### src/rtl/alu_seq_pkg.sv
// Shared types and constants for the ALU operation sequencer.
package alu_seq_pkg;

  // Sequencer states
  typedef enum logic [1:0] {
    ST_IDLE  = 2'd0,
    ST_CLEAR = 2'd1,
    ST_RUN   = 2'd2,
    ST_DONE  = 2'd3
  } state_t;

  // ALU function codes (B is the low nibble of the accumulator)
  localparam logic [2:0] FN_INC       = 3'd0; // A+1
  localparam logic [2:0] FN_ADD_RIPPLE = 3'd1; // A+B via ripple adder
  localparam logic [2:0] FN_ADD       = 3'd2; // A+B
  localparam logic [2:0] FN_ORXOR     = 3'd3; // {A|B, A^B}
  localparam logic [2:0] FN_REDOR     = 3'd4; // reduction OR
  localparam logic [2:0] FN_SHL       = 3'd5; // B<<A
  localparam logic [2:0] FN_SHR       = 3'd6; // B>>A
  localparam logic [2:0] FN_MUL       = 3'd7; // A*B

endpackage

### src/rtl/alu_op_sequencer_if.sv
// Host command handshake plus ALU/accumulator control bus.
interface alu_op_sequencer_if #(
  parameter int CW = 4
);
  logic          cmd_valid;
  logic          cmd_ready;
  logic [2:0]    cmd_func;
  logic [3:0]    cmd_a;
  logic [CW-1:0] cmd_count;
  logic          cmd_clear;
  logic          abort;
  logic [2:0]    alu_func;
  logic [3:0]    alu_a;
  logic          acc_en;
  logic          acc_clr;
  logic [7:0]    acc_q;
  logic          busy;
  logic          done;
  logic          aborted;
  logic [7:0]    result;

  // Host / datapath side
  modport master (
    output cmd_valid, cmd_func, cmd_a, cmd_count, cmd_clear, abort, acc_q,
    input  cmd_ready, alu_func, alu_a, acc_en, acc_clr, busy, done, aborted, result
  );

  // Sequencer side
  modport slave (
    input  cmd_valid, cmd_func, cmd_a, cmd_count, cmd_clear, abort, acc_q,
    output cmd_ready, alu_func, alu_a, acc_en, acc_clr, busy, done, aborted, result
  );
endinterface

### src/rtl/alu_op_sequencer.sv
// Runs one ALU command for a counted number of accumulate cycles,
// then captures the accumulator and pulses done.
module alu_op_sequencer
  import alu_seq_pkg::*;
#(
  parameter int CW = 4
) (
  input  logic          clk,
  input  logic          reset,
  alu_op_sequencer_if.slave bus
);

  state_t        state;
  logic [CW-1:0] rem;
  logic [2:0]    func_q;
  logic [3:0]    a_q;
  logic          abt_q;
  logic [7:0]    res_q;
  logic          accept;

  assign accept = bus.cmd_valid & bus.cmd_ready;

  // Control FSM: command latch, remaining-count tracking, result capture
  always_ff @(posedge clk) begin
    if (reset) begin
      state  <= ST_IDLE;
      rem    <= '0;
      func_q <= '0;
      a_q    <= '0;
      abt_q  <= 1'b0;
      res_q  <= '0;
    end else begin
      case (state)
        ST_IDLE: begin
          if (accept) begin
            func_q <= bus.cmd_func;
            a_q    <= bus.cmd_a;
            rem    <= bus.cmd_count;
            abt_q  <= 1'b0;
            if (bus.cmd_clear)            state <= ST_CLEAR;
            else if (bus.cmd_count != '0) state <= ST_RUN;
            else                          state <= ST_DONE;
          end
        end
        ST_CLEAR: begin
          state <= (rem != '0) ? ST_RUN : ST_DONE;
        end
        ST_RUN: begin
          // rem only reaches RUN non-zero, but guard anyway so it cannot wrap
          if (!bus.abort && rem != '0) rem <= rem - CW'(1);
          if (bus.abort) abt_q <= 1'b1;
          if (bus.abort || rem == CW'(1)) state <= ST_DONE;
        end
        ST_DONE: begin
          // acc_q already holds the last RUN load here
          res_q <= bus.acc_q;
          state <= ST_IDLE;
        end
        default: state <= ST_IDLE;
      endcase
    end
  end

  // Handshake is blocked while reset is held, even if state is still stale
  assign bus.cmd_ready = (state == ST_IDLE) & ~reset;
  assign bus.busy      = (state != ST_IDLE);
  assign bus.acc_clr   = (state == ST_CLEAR);
  // Load enable follows abort combinationally so an aborting cycle never loads
  assign bus.acc_en    = (state == ST_RUN) & ~bus.abort;
  assign bus.done      = (state == ST_DONE);
  assign bus.aborted   = abt_q;
  assign bus.result    = res_q;
  assign bus.alu_func  = func_q;
  assign bus.alu_a     = a_q;

endmodule

### src/flat_wrapper.sv
// flat-port wrapper written by rule: the top's interface ports become plain ports
module alu_op_sequencer_flat import alu_seq_pkg::*;
#(
  parameter int CW = 4
)
  (clk, reset, bus_cmd_valid, bus_cmd_func, bus_cmd_a, bus_cmd_count, bus_cmd_clear, bus_abort, bus_acc_q, bus_cmd_ready, bus_alu_func, bus_alu_a, bus_acc_en, bus_acc_clr, bus_busy, bus_done, bus_aborted, bus_result);
  alu_op_sequencer_if #(.CW(CW)) bus_i ();
  input  logic clk;
  input  logic reset;
  input wire logic [$bits(bus_i.cmd_valid)-1:0] bus_cmd_valid;
  input wire logic [$bits(bus_i.cmd_func)-1:0] bus_cmd_func;
  input wire logic [$bits(bus_i.cmd_a)-1:0] bus_cmd_a;
  input wire logic [$bits(bus_i.cmd_count)-1:0] bus_cmd_count;
  input wire logic [$bits(bus_i.cmd_clear)-1:0] bus_cmd_clear;
  input wire logic [$bits(bus_i.abort)-1:0] bus_abort;
  input wire logic [$bits(bus_i.acc_q)-1:0] bus_acc_q;
  output wire logic [$bits(bus_i.cmd_ready)-1:0] bus_cmd_ready;
  output wire logic [$bits(bus_i.alu_func)-1:0] bus_alu_func;
  output wire logic [$bits(bus_i.alu_a)-1:0] bus_alu_a;
  output wire logic [$bits(bus_i.acc_en)-1:0] bus_acc_en;
  output wire logic [$bits(bus_i.acc_clr)-1:0] bus_acc_clr;
  output wire logic [$bits(bus_i.busy)-1:0] bus_busy;
  output wire logic [$bits(bus_i.done)-1:0] bus_done;
  output wire logic [$bits(bus_i.aborted)-1:0] bus_aborted;
  output wire logic [$bits(bus_i.result)-1:0] bus_result;
  assign bus_i.cmd_valid = bus_cmd_valid;
  assign bus_i.cmd_func = bus_cmd_func;
  assign bus_i.cmd_a = bus_cmd_a;
  assign bus_i.cmd_count = bus_cmd_count;
  assign bus_i.cmd_clear = bus_cmd_clear;
  assign bus_i.abort = bus_abort;
  assign bus_i.acc_q = bus_acc_q;
  assign bus_cmd_ready = bus_i.cmd_ready;
  assign bus_alu_func = bus_i.alu_func;
  assign bus_alu_a = bus_i.alu_a;
  assign bus_acc_en = bus_i.acc_en;
  assign bus_acc_clr = bus_i.acc_clr;
  assign bus_busy = bus_i.busy;
  assign bus_done = bus_i.done;
  assign bus_aborted = bus_i.aborted;
  assign bus_result = bus_i.result;
  alu_op_sequencer #(.CW(CW)) u_core (.clk(clk), .reset(reset), .bus(bus_i));
endmodule
### config.mk
export PLATFORM = sky130hd
export DESIGN_NAME = alu_op_sequencer_flat
export DESIGN_NICKNAME = d
export VERILOG_FILES = /design/src/rtl/alu_seq_pkg.sv /design/src/rtl/alu_op_sequencer_if.sv /design/src/rtl/alu_op_sequencer.sv /design/src/flat_wrapper.sv
export SDC_FILE = /design/constraint.sdc
export NUM_CORES = 1
export LEC_CHECK = 0
export CAP_MARGIN = 20
export CORE_ASPECT_RATIO = 1.1
export CORE_MARGIN = 4
export CORE_UTILIZATION = 47
export CTS_BUF_LIST = sky130_fd_sc_hd__clkbuf_8
export DETAILED_ROUTE_END_ITERATION = 8
export PLACE_DENSITY = 0.95
export RECOVER_POWER = 100
export SETUP_SLACK_MARGIN = 0.2
export SLEW_MARGIN = 5
export SYNTH_ARGS = -nofsm -noshare
export SYNTH_HDL_FRONTEND = slang
export SYNTH_SLANG_ARGS = --single-unit
### constraint.sdc
create_clock -name clk -period 3.31 [get_ports clk]
set_clock_uncertainty 0.1 [all_clocks]
set_input_delay 0.662 -clock clk [delete_from_list [all_inputs] [get_ports clk]]
set_output_delay 0.662 -clock clk [all_outputs]
set_load 0.005 [all_outputs]
Word-level counts from Yosys, hierarchy flattened --
Cells that the tools add are included.
Operators by class: add/sub/neg operators 1, eq/ne operators 8, mux-type cells 12, bitwise gates (word level) 5, reduce and logical (&&, ||, !) cells 12
Operators by type and width (count):
- $mux W4 | 2
- $pmux W2 S4 | 1
- $pmux W4 S2 | 1
- $reduce_bool A4 Y1 | 2
- $mux W2 | 3
- $ne A2 B1 Y1 const B | 3
- $reduce_and A3 Y1 | 2
- $eq A2 B2 Y1 const B | 2
- $eq A4 B1 Y1 const B | 1
- $mux W1 | 4
- $reduce_and A2 Y1 | 2
- $reduce_bool A2 Y1 | 2
- $sub A4 B1 Y4 const B | 1
- $and A1 B1 Y1 | 3
- $eq A2 B1 Y1 const B | 1
- $logic_not A2 Y1 | 1
- $ne A2 B2 Y1 const B | 1
- $not A1 Y1 | 2
- $pmux W1 S2 | 1
- $logic_and A1 B1 Y1 | 1
- $logic_not A1 Y1 | 1
- $logic_or A1 B1 Y1 | 1
Word-level totals: flip-flop bits (word level) 22, word-level logic and storage cells 44

Longest topological paths before layout --
Gate-level depths: netlist (run 1).
word-level depth 5, depth in mapped cells 7, gate-level depth less buffers 6

Least setup slack after synthesis (run 1) --
Ideal clock, no wire load.
path type register to output, start point register u_core.state[0], end point output bus_cmd_ready, data arrival time 1.134 ns, data required time 2.548 ns, setup slack 1.414 ns, stages on the path, launching flop included 6, buffers on the path 1, cell sequence dfxtp_1 > inv_1 > ha_1 > clkbuf_1 > inv_1 > nor2_1
On the way: word-level cells in the longest chain between the ends 2
RTL lines:
- from (decl) | RTL line alu_op_sequencer.sv:13 | state_t state;
- from (signal assigned) | RTL line alu_op_sequencer.sv:46 | state <= (rem != '0) ? ST_RUN : ST_DONE;
- $logic_not A2 Y1 | RTL line alu_op_sequencer.sv:65 | assign bus.cmd_ready = (state == ST_IDLE) & ~reset;
- $and A1 B1 Y1 | RTL line alu_op_sequencer.sv:65
- to (decl) | RTL line flat_wrapper.sv:17 | output wire logic [$bits(bus_i.cmd_ready)-1:0] bus_cmd_ready;
Every way passes these cells.

Final worst setup path (run 1) --
start point input reset, end point register u_core.rem[0]
On the way: word-level cells in the longest chain between the ends 5
RTL lines:
- from (decl) | RTL line flat_wrapper.sv:9 | input logic reset;
- $not A1 Y1 | RTL line alu_op_sequencer.sv:65
- $and A1 B1 Y1 | RTL line alu_op_sequencer.sv:65
- $and A1 B1 Y1 | RTL line alu_op_sequencer.sv:21 | assign accept = bus.cmd_valid & bus.cmd_ready;
- $ne A2 B1 Y1 (no source line)
- $reduce_and A3 Y1 (no source line)
- to (signal assigned) | RTL line alu_op_sequencer.sv:38 | rem <= bus.cmd_count;
- to (signal assigned) | RTL line alu_op_sequencer.sv:50 | if (!bus.abort && rem != '0) rem <= rem - CW'(1);
- to (decl) | RTL line alu_op_sequencer.sv:14 | logic [CW-1:0] rem;
Parallel ways exist; a longest one is shown, timed or not. A chain may end at the register's enable or synchronous reset.

==> metrics.md, run 1 <==
| Metric | Value |
|---|---|
| Share of layout cells above drive strength 1 | 0.03086 |
| Post-route ant nets | 0 |
| Worst-path clk slew | 0.08 ns |
| Area Growth Syn to Fin | 45.53% |
| Post-CTS setup buffer count | 0 |
| RSZ-0062 raised after global routing | false |
| TritonCTS clock tree | built |
| Syn Nets | 151 |
| Yosys warns | 0 |
| Crit path largest cell delay | 0.58 ns |
| Sum Neg Setup Slack | 0 ns |
| Post-synthesis average cell area | 9.092 sq um |
| Req. time, crit path | 3.38 ns |
| PwrDens | 718.0 nW/um^2 |
| Critical Path AT | 2.89 ns |
| Top-count cell post-synth | dfxtp_1 |
| Area contributors post-synth | dfxtp_1 40%, mux2i_1 10%, ha_1 8.0% |
| Post-synth top cells | 22 x dfxtp_1, 13 x nor2_1, 11 x a21oi_1, 11 x mux2i_1, 9 x nand2_1 |
| VDD IR max | 0.4197 mV |
| Ports | 45 |
| Tot GR Track Use | 0.1899 |
| Layout net count | approximately 190 |
| Clock tree root driver cell | clkbuf_8 |
| Worst Tran Pin Value | 1.028 ns |
| EDFF count, synth | 0 |
| Worst path cell trace | dlygate4sd3_1 > clkbuf_1 > nand2b_1 > o2bb2ai_1 > or4_1 > o31ai_1 |
| Initial antenna violation count | 0 |
| Die H | a little under 60 um |
| Global route overflow | 0 |
| Die area | between 3000 and 4000 sq um |
| Routed wire length | 2741 um |
| Kind of end point of the critical path | flip-flop |
| Final worst-path cycle share | 0.8530 |
| Yosys cell types | 31 |
| Sequential share of the synthesized area | 0.4037 |
| Min-delay worst type | flip-flop to flip-flop |
| Die Width | 53.94 um |
| Initial drt markers | 10 |
| Final Hold Viols | 0 |
| Slew headroom | 0.3143 |
| CTS max path bufs | 2 |
| Syn Inst Count | 120 |
| Core area | around 2200 sq um |
| Largest net degree at the start of global routing | 26 |
| Fin crit period | 2.823 ns |
| DRC | 0 |
| Synth area leader | dfxtp_1 |
| Wire per inst | 14.28 um |
| CTS sink cnt | 22 |
| FP Rows | 18 |
| Post-synth top area share | 0.4037 |
| FMAX | approximately 350 MHz |
| Startpoint Class | input port |
| P_leak | around 0.64 nW |
| First-pass GRT wire length | 4367 um |
| Slowest cell on crit path | dlygate4sd3_1 |
| DR pass1 iterations | 4 |
| CTS buffer count | 3 |
| Dpl hpwl | 2045 um |
| Quantity of gates resized following cts | 0 |
| Port bufs | 44 |
| Fin. max-slew vios | 0 |
| Initial Util | 0.4893 |
| H-tree depth | 1 |
| Placer Congestion | between 0.7 and 0.8 |
| Vias in the first global route | 1,019 |
| Top_reg_cell synth | dfxtp_1 |
| Status | complete, no violations |
| Fin cells | between 150 and 200 |
| Ant. Diodes | 0 |
| CP Max Fanout | 25 |
| # setup viols final | 0 |
| Synth Register Bits | 22 |
| Max-cap check violation count | 0 |
| Crit Path Class | input port to flip-flop |
| Worst-Skew Late Latency | 0.26 ns |
| Vias per cell | 5.214 |
| Placed cell count | 188 |
| Worst R2R Setup Slack | between 1 and 1.5 ns |
| Cts hold-fix bufs | 0 |
| Syn Std Cell Area | 1091 sq um |
| Share of synthesized flip-flops with an asynchronous set or reset | 0 |
| Routed vias | 1,001 |
-- registers in the layout, indices dropped and copies added (netlist names) --
signal / flops
u_core.bus.alu_func: 3
u_core.bus.alu_a: 4
u_core.bus.aborted: 1
u_core.state: 2
u_core.rem: 4
u_core.bus.result: 8
-- metrics by stage --
| step | utilization | hold WS, ns | area (sq um) | setup WS (ns) | total power, mW |
|---|---|---|---|---|---|
| finish | 0.7121 | 0.3578 | 1588 | 0.4867 | 1.140 |
| global route | 0.7121 | 0.3831 | 1588 | 0.3434 | 1.220 |
| CTS | 0.7200 | 0.3602 | 1605 | 0.5995 | 1.170 |
| detailed placement | 0.6880 | 0.3487 | 1534 | 0.7281 | 0.9166 |
| global placement | 0.6880 | 0.3437 | 1534 | 0.7666 | 0.8878 |
| floorplan | - | 0.3527 | 1091 | 1.414 | 0.7307 |
-- cell usage in the layout, fill, tap and decap left out, types with 2 or more instances in the layout --
cell / instances
dlygate4sd3_1: 21
inv_1: 6
a21oi_1: 11
dfxtp_1: 22
ha_1: 7
clkbuf_8: 3
nand2_1: 9
clkdlybuf4s50_1: 23
nand3_1: 7
o31ai_1: 2
mux2i_1: 11
nand2b_1: 4
nor3_1: 2
nor2b_1: 3
nor2_1: 13
or4_1: 2
-- where the power goes --
| part | switching [mW] | total (mW) | internal, mW |
|---|---|---|---|
| Clock | 0.0890 | 0.251 | 0.162 |
| Sequential | 0.0442 | 0.364 | 0.320 |
| Combinational | 0.266 | 0.525 | 0.260 |
| Total | 0.399 | 1.14 | 0.741 |
-- layout make-up --
type	instances	area [sq um]
tap	30	37.54
timing repair buffer	45	444.2
sequential	22	440.4
clock inverter	1	30.03
fill	172	641.9
clock buffer	3	41.29
inverter	6	22.52
multi-input combinational	85	571.8
-- cells by family after synthesis --
logic type | share of synthesized area
fa+ha+maj | 0.08027
buf+inv | 0.05962
simple gates | 0.2213
xor+xnor | 0.008029
compound gates | 0.1158
mux | 0.1112
flops | 0.4037
-- worst max-delay path, delay by kind of cell --
| kind | cells | cell delay [ns] |
|---|---|---|
| buffers and inverters | 2 | 1.02 |
| AO/OA/AOI/OAI | 2 | 0.32 |
| AND/OR/NAND/NOR | 2 | 0.88 |
-- per-layer routing --
layer / GRT usage / part of all wire / vias to the layer above
li1: - / - / 499
met1: 0.2104 / 0.40 / 465
met2: 0.3391 / 0.52 / 33
met3: 0.03544 / 0.067 / 4
met4: 0.08759 / 0.015 / 0
met5: 0 / 0 / -
-- final timing paths --
check	from	to	cells after the start
worst max-delay path	reset	u_core.rem[0]$_SDFFE_PP0P_	6
worst min register to register	u_core.bus.alu_func[2]$_SDFFE_PP0P_	u_core.bus.alu_func[2]$_SDFFE_PP0P_	2
worst max register to register	u_core.state[0]$_SDFFE_PP0P_	u_core.rem[0]$_SDFFE_PP0P_	6
worst min-delay path	u_core.bus.alu_func[2]$_SDFFE_PP0P_	u_core.bus.alu_func[2]$_SDFFE_PP0P_	2
Note: power is estimated with default switching activity, not from simulation.
==> run 2, diff against run 1 <==
--- a/config.mk
+++ b/config.mk
@@ -8,10 +8,10 @@
 export CAP_MARGIN = 20
 export CORE_ASPECT_RATIO = 1.1
 export CORE_MARGIN = 4
-export CORE_UTILIZATION = 47
+export CORE_UTILIZATION = 44
 export CTS_BUF_LIST = sky130_fd_sc_hd__clkbuf_8
 export DETAILED_ROUTE_END_ITERATION = 8
-export PLACE_DENSITY = 0.95
+export PLACE_DENSITY = 0.92
 export RECOVER_POWER = 100
 export SETUP_SLACK_MARGIN = 0.2
 export SLEW_MARGIN = 5
==> constraint.sdc (replaced) <==
create_clock -name clk -period 3.1 [get_ports clk]
set_clock_uncertainty 0.1 [all_clocks]
set_input_delay 0.62 -clock clk [delete_from_list [all_inputs] [get_ports clk]]
set_output_delay 0.62 -clock clk [all_outputs]
set_load 0.005 [all_outputs]
==> run 2 against run 1 <==
  * Via count increased by 0.40%
  * Sequential cell count unchanged
  * Sequential power grew 6.6%
  * Clock-buffer cell count unchanged
  * Sequential share of layout area unchanged
  * Critical endpoint is now bus_acc_en
  * Utilization shrank 2.1 points
  * Critical path depth is 2 lower
  * Global-route usage down 1.6 points
==> metrics.md, run 2 (same netlist as run 1, synthesis figures left out) <==
| Metric | Value |
|---|---|
| Final worst-path cycle share | 0.8906 |
| Tot GR Track Use | 0.1735 |
| DR WL met3 | 164 um |
| Met1 wire length | 1034 um |
| Startpoint Class | flip-flop |
| Dpl hpwl | ~2100 um |
| Commonest non-fill, non-tap cell in the layout | clkdlybuf4s50_1 |
| Cts hold-fix bufs | 0 |
| Most frequent cells in the layout | 23 x clkdlybuf4s50_1, 22 x dfxtp_1, 21 x dlygate4sd3_1 |
| Die Width | ~55 um |
| Layout net count | 194 |
| Worst Tran Pin Value | 0.9755 ns |
| Fin. max-slew vios | 0 |
| Fillcell total | 206 |
| PwrDens | 765.6 nW/um^2 |
| Post-CTS setup buffer count | 0 |
| Clock tree root driver cell | clkbuf_8 |
| DR pass1 iterations | 4 |
| DRC | 0 |
| Status | complete, no violations |
| Worst R2R Setup Slack | 0.88 ns |
| Initial Util | 0.4749 |
| Sum Neg Setup Slack | 0 ns |
| R2R Path End | u_core.rem[0]$_SDFFE_PP0P_ |
| CTS max path bufs | 2 |
| Worst-Skew Late Latency | 0.26 ns |
| Metal2 WL | 1516 um |
| Max-cap check violation count | 0 |
| Area Growth Syn to Fin | 45.53% |
| Final Hold Viols | 0 |
| Hold path startpoint | u_core.bus.alu_a[3]$_SDFFE_PP0P_ |
| Hold Crit Endpoint | u_core.bus.alu_a[3]$_SDFFE_PP0P_ |
| Largest net degree at the start of global routing | 26 |
| R2R cell count | 6 |
| Slew headroom | 0.3496 |
| FP Rows | 18 |
| Wire per inst | between 10 and 15 um |
| Die H | 60.23 um |
| Global route overflow | 0 |
| Min-delay worst type | flip-flop to flip-flop |
| Quantity of gates resized following cts | 0 |
| Port bufs | 44 |
| RSZ-0062 raised after global routing | false |
| Crit Path Class | flip-flop to output port |
| PnR worst setup slack | 0.3393 ns |
| Core area | 2297 sq um |
| CP Max Fanout | 11 |
| # setup viols final | 0 |
| Depth of the worst hold-timing path | 2 |
| Ports | 45 |
| P_leak | 0.6440 nW |
| Share of layout cells above drive strength 1 | 0.03086 |
| Top sig layer | met4 |
| First-pass GRT wire length | 4491 um |
| Routed vias | approximately 1,000 |
| Fin crit period | 2.761 ns |
| Post-route ant nets | 0 |
| CTS sink cnt | 22 |
| CTS buffer count | 3 |
| Critical Path AT | 2.04 ns |
| VDD IR max | 0.4775 mV |
| Initial antenna violation count | 0 |
| Worst r2r src | u_core.state[0]$_SDFFE_PP0P_ |
| Largest register FFs | 8 |
| Vias per cell | 5.234 |
| Ant. Diodes | 0 |
| Worst slack, placed | about 0.61 ns |
| Kind of end point of the critical path | output port |
| Die area | 3341 sq um |
| Placer Congestion | 0.7467 |
| Vias in the first global route | 1,004 |
| Worst-path clk slew | about 0.080 ns |
| TritonCTS clock tree | built |
| FMAX | between 300 and 400 MHz |
| H-tree depth | 1 |
| Initial drt markers | 16 |
| Routed wire length | about 2800 um |
| Req. time, crit path | 2.38 ns |
run 2: cell counts in the layout (fill, tap and decap cells not counted):
No cell type changed its count.
run 2: worst max-delay path, cell delays in order, from the launching register on:
cell             delay [ns]
dfxtp_1                0.35
inv_1                  0.14
ha_1                   0.44
nor2b_1                0.29
clkdlybuf4s50_1        0.56
run 2: where the power goes:
group | internal (mW) | switching (mW) | leakage [nW]
registers | 0.342 | 0.0463 | 0.179
logic | 0.276 | 0.282 | 0.429
clock network | 0.172 | 0.0970 | 0.0357
run 2: how the worst max path moves through the flow:
stage | from | slack [ns] | cells after the start | to
2_1_floorplan | u_core.state[0]$_SDFFE_PP0P_ | 1.25 | 5 | bus_cmd_ready
3_3_place_gp | bus_abort | 0.62 | 3 | bus_acc_en
3_5_place_dp | bus_abort | 0.61 | 3 | bus_acc_en
4_1_cts | u_core.state[0]$_SDFFE_PP0P_ | 0.37 | 5 | bus_cmd_ready
5_1_grt | reset | 0.13 | 6 | u_core.rem[0]$_SDFFE_PP0P_
6_report | u_core.state[0]$_SDFFE_PP0P_ | 0.34 | 4 | bus_acc_en
run 2: stage by stage:
step,power (mW),instances,cell area (sq um),utilization,hold WS (ns)
5_1_grt,1.300,192,1588,0.6912,0.3737
4_1_cts,1.252,192,1605,0.6988,0.3573
3_3_place_gp,0.9510,188,1534,0.6678,0.3432
6_report,1.216,192,1588,0.6912,0.3513
3_5_place_dp,0.9791,188,1534,0.6678,0.3456
2_1_floorplan,0.7802,120,1091,-,0.3527
run 2: metal layers:
layer  track usage  up-vias
li1              -      496
met1        0.1838      473
met2        0.3159       28
met3       0.04320        8
met4        0.1007        0
met5             0        -
run 2: area by class of cell:
cell class	instances	area, sq um	share of cell area
clock buffers	3	41.29	0.02600
clock inverters	1	30.03	0.01891
inverters	6	22.52	0.01418
well taps	30	37.54	0.02364
flip-flops and latches	22	440.4	0.2774
repair buffers	45	444.2	0.2797
multi-input cells	85	571.8	0.3601
